==> src/rtl/roman_char_emitter_pkg.sv <==
// Package translit_pkg: shared widths, special codes, the code expansion
// entry type, the emitter FSM state type and the expansion ROM function.
//   code2roman(code) -> roman_entry_t {bad, len, c0, c1, c2}
package translit_pkg;

    localparam int CODE_W  = 7;
    localparam int ASCII_W = 8;

    localparam logic [CODE_W-1:0] BUBBLE     = 7'h00;
    localparam logic [CODE_W-1:0] SCHWA_KEEP = 7'h70;
    localparam logic [CODE_W-1:0] SCHWA_DROP = 7'h71;

    // One expansion: len characters taken from c0, c1, c2 in that order.
    // bad marks codes with no table entry (they expand to a single '?').
    typedef struct packed {
        logic               bad;
        logic [1:0]         len;
        logic [ASCII_W-1:0] c0;
        logic [ASCII_W-1:0] c1;
        logic [ASCII_W-1:0] c2;
    } roman_entry_t;

    typedef enum logic {
        ST_IDLE = 1'b0,
        ST_EMIT = 1'b1
    } emit_state_t;

    function automatic roman_entry_t code2roman(input logic [CODE_W-1:0] code);
        roman_entry_t e;
        e.bad = 1'b0;
        e.len = 2'd1;
        e.c0  = 8'h3F;
        e.c1  = 8'h00;
        e.c2  = 8'h00;
        case (code)
            7'h47:      e.c0 = 8'h6B;                                   // "k"
            7'h5D:      begin e.len = 2'd2; e.c0 = 8'h6B; e.c1 = 8'h68; end // "kh"
            7'h44:      e.c0 = 8'h67;                                   // "g"
            7'h01:      e.c0 = 8'h61;                                   // "a"
            7'h15:      begin e.len = 2'd2; e.c0 = 8'h61; e.c1 = 8'h61; end // "aa"
            SCHWA_KEEP: e.c0 = 8'h61;                                   // "a"
            SCHWA_DROP: begin e.len = 2'd0; e.c0 = 8'h00; end           // nothing
            7'h6B:      begin e.len = 2'd3; e.c0 = 8'h73; e.c1 = 8'h68; e.c2 = 8'h68; end // "shh"
            default:    e.bad = 1'b1;                                   // "?"
        endcase
        return e;
    endfunction

endpackage

==> src/rtl/roman_char_emitter_if.sv <==
// Interface roman_char_emitter_if: code input stream from the mapper and the
// character output stream.
//   code_in/code_valid : mapper side, no back-pressure (valid only)
//   char_out/char_valid/char_ready : character side
// Handshake: a character transfers on a rising edge where char_valid and
// char_ready are both high; once char_valid is raised, char_out is held
// stable and char_valid stays high until that transfer happens.
interface roman_char_emitter_if;
    import translit_pkg::*;

    logic [CODE_W-1:0]  code_in;
    logic               code_valid;
    logic [ASCII_W-1:0] char_out;
    logic               char_valid;
    logic               char_ready;

    modport master (
        output code_in, code_valid, char_ready,
        input  char_out, char_valid
    );

    modport slave (
        input  code_in, code_valid, char_ready,
        output char_out, char_valid
    );

endinterface

==> src/rtl/roman_char_emitter_code_fifo.sv <==
// Module code_fifo: DEPTH x WIDTH synchronous FIFO, no read-through.
//   clock, rst_n : clock, asynchronous active-low reset
//   push, din    : write request and data (accepted when not full, or when
//                  full and a pop happens the same cycle)
//   pop, dout    : read request; dout shows the head entry combinationally
//   full, empty  : occupancy flags
module code_fifo #(
    parameter int DEPTH = 8,
    parameter int WIDTH = 7
) (
    input  logic             clock,
    input  logic             rst_n,
    input  logic             push,
    input  logic             pop,
    input  logic [WIDTH-1:0] din,
    output logic [WIDTH-1:0] dout,
    output logic             full,
    output logic             empty
);

    localparam int AW = (DEPTH > 1) ? $clog2(DEPTH) : 1;

    logic [WIDTH-1:0] mem [DEPTH];
    // One extra pointer bit separates full from empty when indices match.
    logic [AW:0]      wr_ptr;
    logic [AW:0]      rd_ptr;
    logic             do_rd;
    logic             do_wr;

    assign empty = (wr_ptr == rd_ptr);
    assign full  = (wr_ptr[AW] != rd_ptr[AW]) && (wr_ptr[AW-1:0] == rd_ptr[AW-1:0]);
    assign do_rd = pop && !empty;
    assign do_wr = push && (!full || do_rd);
    assign dout  = mem[rd_ptr[AW-1:0]];

    always_ff @(posedge clock) begin
        if (do_wr) begin
            mem[wr_ptr[AW-1:0]] <= din;
        end
    end

    always_ff @(posedge clock or negedge rst_n) begin
        if (!rst_n) begin
            wr_ptr <= '0;
            rd_ptr <= '0;
        end else begin
            if (do_wr) begin
                wr_ptr <= wr_ptr + {{AW{1'b0}}, 1'b1};
            end
            if (do_rd) begin
                rd_ptr <= rd_ptr + {{AW{1'b0}}, 1'b1};
            end
        end
    end

endmodule

==> src/rtl/roman_char_emitter.sv <==
// Module roman_char_emitter: buffers English phoneme codes in a FIFO, expands
// each into 0..3 ASCII characters and streams them out one per cycle.
//   clock, rst_n : clock, asynchronous active-low reset
//   bus          : code input stream + character output stream (slave side)
//   overflow     : sticky, a code was dropped because the FIFO was full
//   bad_code     : one-cycle pulse when an unmapped code is loaded
//   char_count   : number of characters handed off, wraps at CNT_W bits
//   state_dbg    : current FSM state
module roman_char_emitter
    import translit_pkg::*;
#(
    parameter int FIFO_DEPTH = 8,
    parameter int CNT_W      = 16
) (
    input  logic                 clock,
    input  logic                 rst_n,
    roman_char_emitter_if.slave  bus,
    output logic                 overflow,
    output logic                 bad_code,
    output logic [CNT_W-1:0]     char_count,
    output emit_state_t          state_dbg
);

    emit_state_t        state;
    logic [1:0]         ent_len;
    logic [ASCII_W-1:0] ent_c1;
    logic [ASCII_W-1:0] ent_c2;
    logic [1:0]         idx;
    logic [1:0]         next_idx;
    logic               last_char;
    logic               handshake;
    logic               push;
    logic               fifo_pop;
    logic               fifo_full;
    logic               fifo_empty;
    logic [CODE_W-1:0]  fifo_dout;
    roman_entry_t       head_entry;

    assign push       = bus.code_valid && (bus.code_in != BUBBLE);
    assign handshake  = bus.char_valid && bus.char_ready;
    assign next_idx   = idx + 2'd1;
    assign last_char  = (next_idx >= ent_len);
    assign head_entry = code2roman(fifo_dout);
    assign state_dbg  = state;

    // Pop whenever idle, or on the hand-off of the last character of the
    // current entry so the next entry follows with no bubble.
    always_comb begin
        fifo_pop = 1'b0;
        if (!fifo_empty) begin
            if (state == ST_IDLE) begin
                fifo_pop = 1'b1;
            end else if (handshake && last_char) begin
                fifo_pop = 1'b1;
            end
        end
    end

    code_fifo #(
        .DEPTH (FIFO_DEPTH),
        .WIDTH (CODE_W)
    ) u_fifo (
        .clock (clock),
        .rst_n (rst_n),
        .push  (push),
        .pop   (fifo_pop),
        .din   (bus.code_in),
        .dout  (fifo_dout),
        .full  (fifo_full),
        .empty (fifo_empty)
    );

    always_ff @(posedge clock or negedge rst_n) begin
        if (!rst_n) begin
            state          <= ST_IDLE;
            ent_len        <= 2'd0;
            ent_c1         <= '0;
            ent_c2         <= '0;
            idx            <= 2'd0;
            bus.char_out   <= '0;
            bus.char_valid <= 1'b0;
            bad_code       <= 1'b0;
            overflow       <= 1'b0;
            char_count     <= '0;
        end else begin
            bad_code <= 1'b0;
            if (handshake) begin
                char_count <= char_count + {{(CNT_W-1){1'b0}}, 1'b1};
            end
            if (push && fifo_full && !fifo_pop) begin
                overflow <= 1'b1;
            end

            if (fifo_pop) begin
                // Load the head entry; c0 goes straight to the output.
                ent_len  <= head_entry.len;
                ent_c1   <= head_entry.c1;
                ent_c2   <= head_entry.c2;
                idx      <= 2'd0;
                bad_code <= head_entry.bad;
                if (head_entry.len == 2'd0) begin
                    state          <= ST_IDLE;
                    bus.char_valid <= 1'b0;
                end else begin
                    state          <= ST_EMIT;
                    bus.char_valid <= 1'b1;
                    bus.char_out   <= head_entry.c0;
                end
            end else if (state == ST_EMIT && handshake) begin
                if (!last_char) begin
                    idx          <= next_idx;
                    bus.char_out <= (next_idx == 2'd1) ? ent_c1 : ent_c2;
                end else begin
                    state          <= ST_IDLE;
                    bus.char_valid <= 1'b0;
                end
            end
        end
    end

endmodule

==> src/flat_wrapper.sv <==
// flat-port wrapper written by rule: the top's interface ports become plain ports
module roman_char_emitter_flat import translit_pkg::*;
#(
    parameter int FIFO_DEPTH = 8,
    parameter int CNT_W      = 16
)
  (clock, rst_n, overflow, bad_code, char_count, state_dbg, bus_code_in, bus_code_valid, bus_char_ready, bus_char_out, bus_char_valid);
  roman_char_emitter_if bus_i ();
  input  logic clock;
  input  logic rst_n;
  output logic overflow;
  output logic bad_code;
  output logic [CNT_W-1:0] char_count;
  output emit_state_t state_dbg;
  input wire logic [$bits(bus_i.code_in)-1:0] bus_code_in;
  input wire logic [$bits(bus_i.code_valid)-1:0] bus_code_valid;
  input wire logic [$bits(bus_i.char_ready)-1:0] bus_char_ready;
  output wire logic [$bits(bus_i.char_out)-1:0] bus_char_out;
  output wire logic [$bits(bus_i.char_valid)-1:0] bus_char_valid;
  assign bus_i.code_in = bus_code_in;
  assign bus_i.code_valid = bus_code_valid;
  assign bus_i.char_ready = bus_char_ready;
  assign bus_char_out = bus_i.char_out;
  assign bus_char_valid = bus_i.char_valid;
  roman_char_emitter #(.FIFO_DEPTH(FIFO_DEPTH), .CNT_W(CNT_W)) u_core (.clock(clock), .rst_n(rst_n), .bus(bus_i), .overflow(overflow), .bad_code(bad_code), .char_count(char_count), .state_dbg(state_dbg));
endmodule
==> config.mk <==
export PLATFORM = sky130hd
export DESIGN_NAME = roman_char_emitter_flat
export DESIGN_NICKNAME = d
export VERILOG_FILES = /design/src/rtl/roman_char_emitter_pkg.sv /design/src/rtl/roman_char_emitter_if.sv /design/src/rtl/roman_char_emitter_code_fifo.sv /design/src/rtl/roman_char_emitter.sv /design/src/flat_wrapper.sv
export SDC_FILE = /design/constraint.sdc
export NUM_CORES = 1
export LEC_CHECK = 0
export BUFFER_PORTS_ARGS = -buffer_cell sky130_fd_sc_hd__buf_2
export CORE_ASPECT_RATIO = 1.4
export CORE_MARGIN = 10
export CORE_UTILIZATION = 30
export DETAILED_ROUTE_END_ITERATION = 8
export PLACE_DENSITY = 0.45
export SLEW_MARGIN = 20
export SYNTH_ARGS = -nofsm -noshare
export SYNTH_HDL_FRONTEND = slang
export SYNTH_HIERARCHICAL = 1
export SYNTH_SLANG_ARGS = --single-unit
==> constraint.sdc <==
create_clock -name clock -period 7.96 [get_ports clock]
set_input_delay 0.398 -clock clock [delete_from_list [all_inputs] [get_ports clock]]
set_output_delay 0.398 -clock clock [all_outputs]
set_load 0.1 [all_outputs]
==> flow_metrics.env <==
export IMPL_ys_flop_type="edfxtp_1"
export IMPL_drc=0
export IMPL_cp_max_fo=18
export IMPL_ir_drop_mv=0.3396
export IMPL_grt_usage_pct=9.739
export IMPL_grt_max_degree=43
export IMPL_post_cts_resized=0
export IMPL_cts_tree="built"
export IMPL_rsz0062_at_grt="no"
export IMPL_nets=367
export IMPL_die_h_um=165.9
export IMPL_critical_path_top_delay_family="simple AND/OR/NAND/NOR gates"
export IMPL_synth_nets=331
export IMPL_cts_root_buffer="clkbuf_16"
export IMPL_io_buffer_count=37
export IMPL_worstSetupEndpointType="flip-flop"
export IMPL_fillerInstances=1496
export IMPL_relSlewSlack_pct=31.73
export IMPL_fp_dieArea_um2=20600
export IMPL_avgSynthCellArea_um2=14.52
export IMPL_synth_top_area_share_pct=36.87
export IMPL_synth_seq_cells=98
export IMPL_grt_overflow=0
export IMPL_max_stage_delay_ns=0.91
export IMPL_synthTopCellsByArea="edfxtp_1 37%, dfrtp_1 23%, mux4_1 8.1%"
export IMPL_n_antenna_cell=0
export IMPL_cts_sinks=98
export IMPL_drt_iter0_drc=184
export IMPL_crit_type="reg2reg"
export IMPL_htree_num_levels=3
export IMPL_synth_most_common_cell="edfxtp_1"
export IMPL_dr_pass1_iters=4
export IMPL_cts_buffers=9
export IMPL_ant_nets=0
export IMPL_synthCells=314
export IMPL_drt_total_wl_um=9850
export IMPL_critPathBufInv=2
export IMPL_cp_cell_sequence="xnor2_1, nand3_2, nor2_1, inv_1, nand2_1, inv_2, o31ai_2, nor3_1"
export IMPL_final_cell_area_um2=5199
export IMPL_syn_cell_area_um2=4561
export IMPL_top_layer_used="met4"
export IMPL_p_leak_nw=1.972
export IMPL_coreArea_um2=14990
export IMPL_power_density_nw_per_um2=414.2
export IMPL_vias=2634
export IMPL_worstMarginPinSlew_ns=1.016
export IMPL_crit_path_top_delay_cell="dfrtp_1"
export IMPL_grt_pass1_vias=2870
export IMPL_slew_viol_final=0
export IMPL_via_per_inst=4.815
export IMPL_fin_skew_ns=0.01295
export IMPL_clk_latency_ns=0.35
export IMPL_post_cts_buffers=0
export IMPL_hpwl_um=7061
export IMPL_boundaryPins=39
export IMPL_synth_edf_count=56
export IMPL_worstHoldPathType="in2async"
export IMPL_synth_seq_area_share_pct=59.92
export IMPL_gp_congestion=0.7294
export IMPL_antenna_found_initial=0
export IMPL_tns_ns=0
export IMPL_ctsHoldBuffers=0
export IMPL_max_cap_violations=0
export IMPL_wl_met1_um=4041
export IMPL_clockBufferDepth=2
export IMPL_initial_core_util_pct=30.43
export IMPL_clk_pin_slew_ns=0.08
export IMPL_syn_to_final_growth_pct=13.99
export IMPL_status="completed"
export IMPL_synthTopCellsByCount="56 x edfxtp_1, 42 x dfrtp_1, 22 x nand2_1"
export IMPL_dpl_cell_area_um2=4895
export IMPL_rrSetupSlack_ns=4.38
export IMPL_cp_start_kind="flip-flop"
export IMPL_period_needed_ns=3.585
export IMPL_met3_length_um=357
export IMPL_die_w_um=124.2
export IMPL_rows=53
export IMPL_synthArstFlopShare_pct=42.86
export IMPL_routedWlPerCell_um=18.01
export IMPL_drive_above_1_share_pct=23.94
export IMPL_wl_met2_um=5270
export IMPL_hold_violations=0
export IMPL_arrival_ns=3.55
export IMPL_yosysTopAreaCell="edfxtp_1"
export IMPL_setup_viol=0
export IMPL_timing_fmax_mhz=279.0
export IMPL_synth_cell_types=68
export IMPL_finalCritPeriodShare_pct=45.03
export IMPL_yosysWarnings=6
export IMPL_critPathRequiredTime_ns=7.93
export IMPL_grt_pass1_wl_um=16040
final cells by class:
cell class | count | area, um^2 | area share (%)
clock buffers | 9 | 225.2 | 4.332
inverters | 8 | 30.03 | 0.5776
clock inverters | 7 | 78.83 | 1.516
multi-input cells | 191 | 1669 | 32.11
repair buffers | 42 | 222.7 | 4.284
flip-flops and latches | 98 | 2733 | 52.56
well taps | 192 | 240.2 | 4.621
routing by layer:
layer  global-route usage [%]  vias to the layer above
met2                    17.35                       37
met4                    4.469                        0
met3                    2.300                       15
met5                        0                        -
met1                    10.63                     1306
li1                         -                     1276
logic make-up (layout without fill, tap and decap cells):
family | count (synthesis) | in the layout | share of synthesized area (%)
other | 1 | 1 | 0.08223
DFF | 98 | 98 | 59.92
adders and majority gates | 6 | 6 | 1.646
and+or+nand+nor | 92 | 92 | 11.39
muxes | 24 | 24 | 10.53
buffers and inverters | 25 | 66 | 3.484
xor gates and xnor gates | 26 | 26 | 5.158
AOI/OAI and AO/OA | 42 | 42 | 7.792
cell usage in the layout, fill, tap and decap left out, types with 7 or more instances in the layout:
cell type  instances
edfxtp_1          56
dfrtp_1           42
nor2_1            14
inv_1              7
nand2_1           22
buf_2             37
clkbuf_16          9
mux2_2            10
xnor2_1           19
nand3_1           11
mux4_1            14
a21oi_1            8
stage by stage:
step                      worst slack, ns  power [mW]  instances  utilization [%]  hold WS [ns]
after global placement              4.542       1.718        531            32.66        0.4583
after detailed placement            4.385       1.733        531            32.66        0.4638
after global routing                4.081       2.290        547            34.69        0.2787
after floorplan                     4.918       1.574        314                -        0.1024
final                               4.375       2.153        547            34.69        0.1982
after CTS                           4.363       2.181        547            34.69        0.2439
power by group:
group	internal (mW)	switching [mW]	leakage (nW)
Sequential	0.645	0.122	1.03
Clock	0.225	0.216	0.151
Combinational	0.310	0.634	0.796
Total	1.18	0.973	1.97
sequential cells by signal, indices dropped and copies added (netlist names):
name	flops
u_core/u_fifo/mem	56
u_core/char_count	16
u_core/bus.char_out	7
u_core/u_fifo/rd_ptr	4
u_core/u_fifo/wr_ptr	4
u_core/ent_c1	3
u_core/ent_len	2
u_core/idx	2
u_core/bad_code	1
u_core/ent_c2	1
u_core/overflow	1
u_core/state_dbg	1
final timing paths:
kind | from | to | cells past startpoint
worst max-delay path | u_core/u_fifo/rd_ptr[0] | u_core/u_fifo/mem[5][5] | 8
worst min register to register | u_core/char_count[15] | u_core/char_count[15] | 1
worst min-delay path | rst_n | u_core/char_count[10] | 1
worst max register to register | u_core/u_fifo/rd_ptr[0] | u_core/u_fifo/mem[5][5] | 8
max in group asynchronous | rst_n | u_core/u_fifo/rd_ptr[2] | 1
min in group clock | bus_code_in[3] | u_core/u_fifo/mem[0][3] | 1
Power figures use the tool's default switching activity.
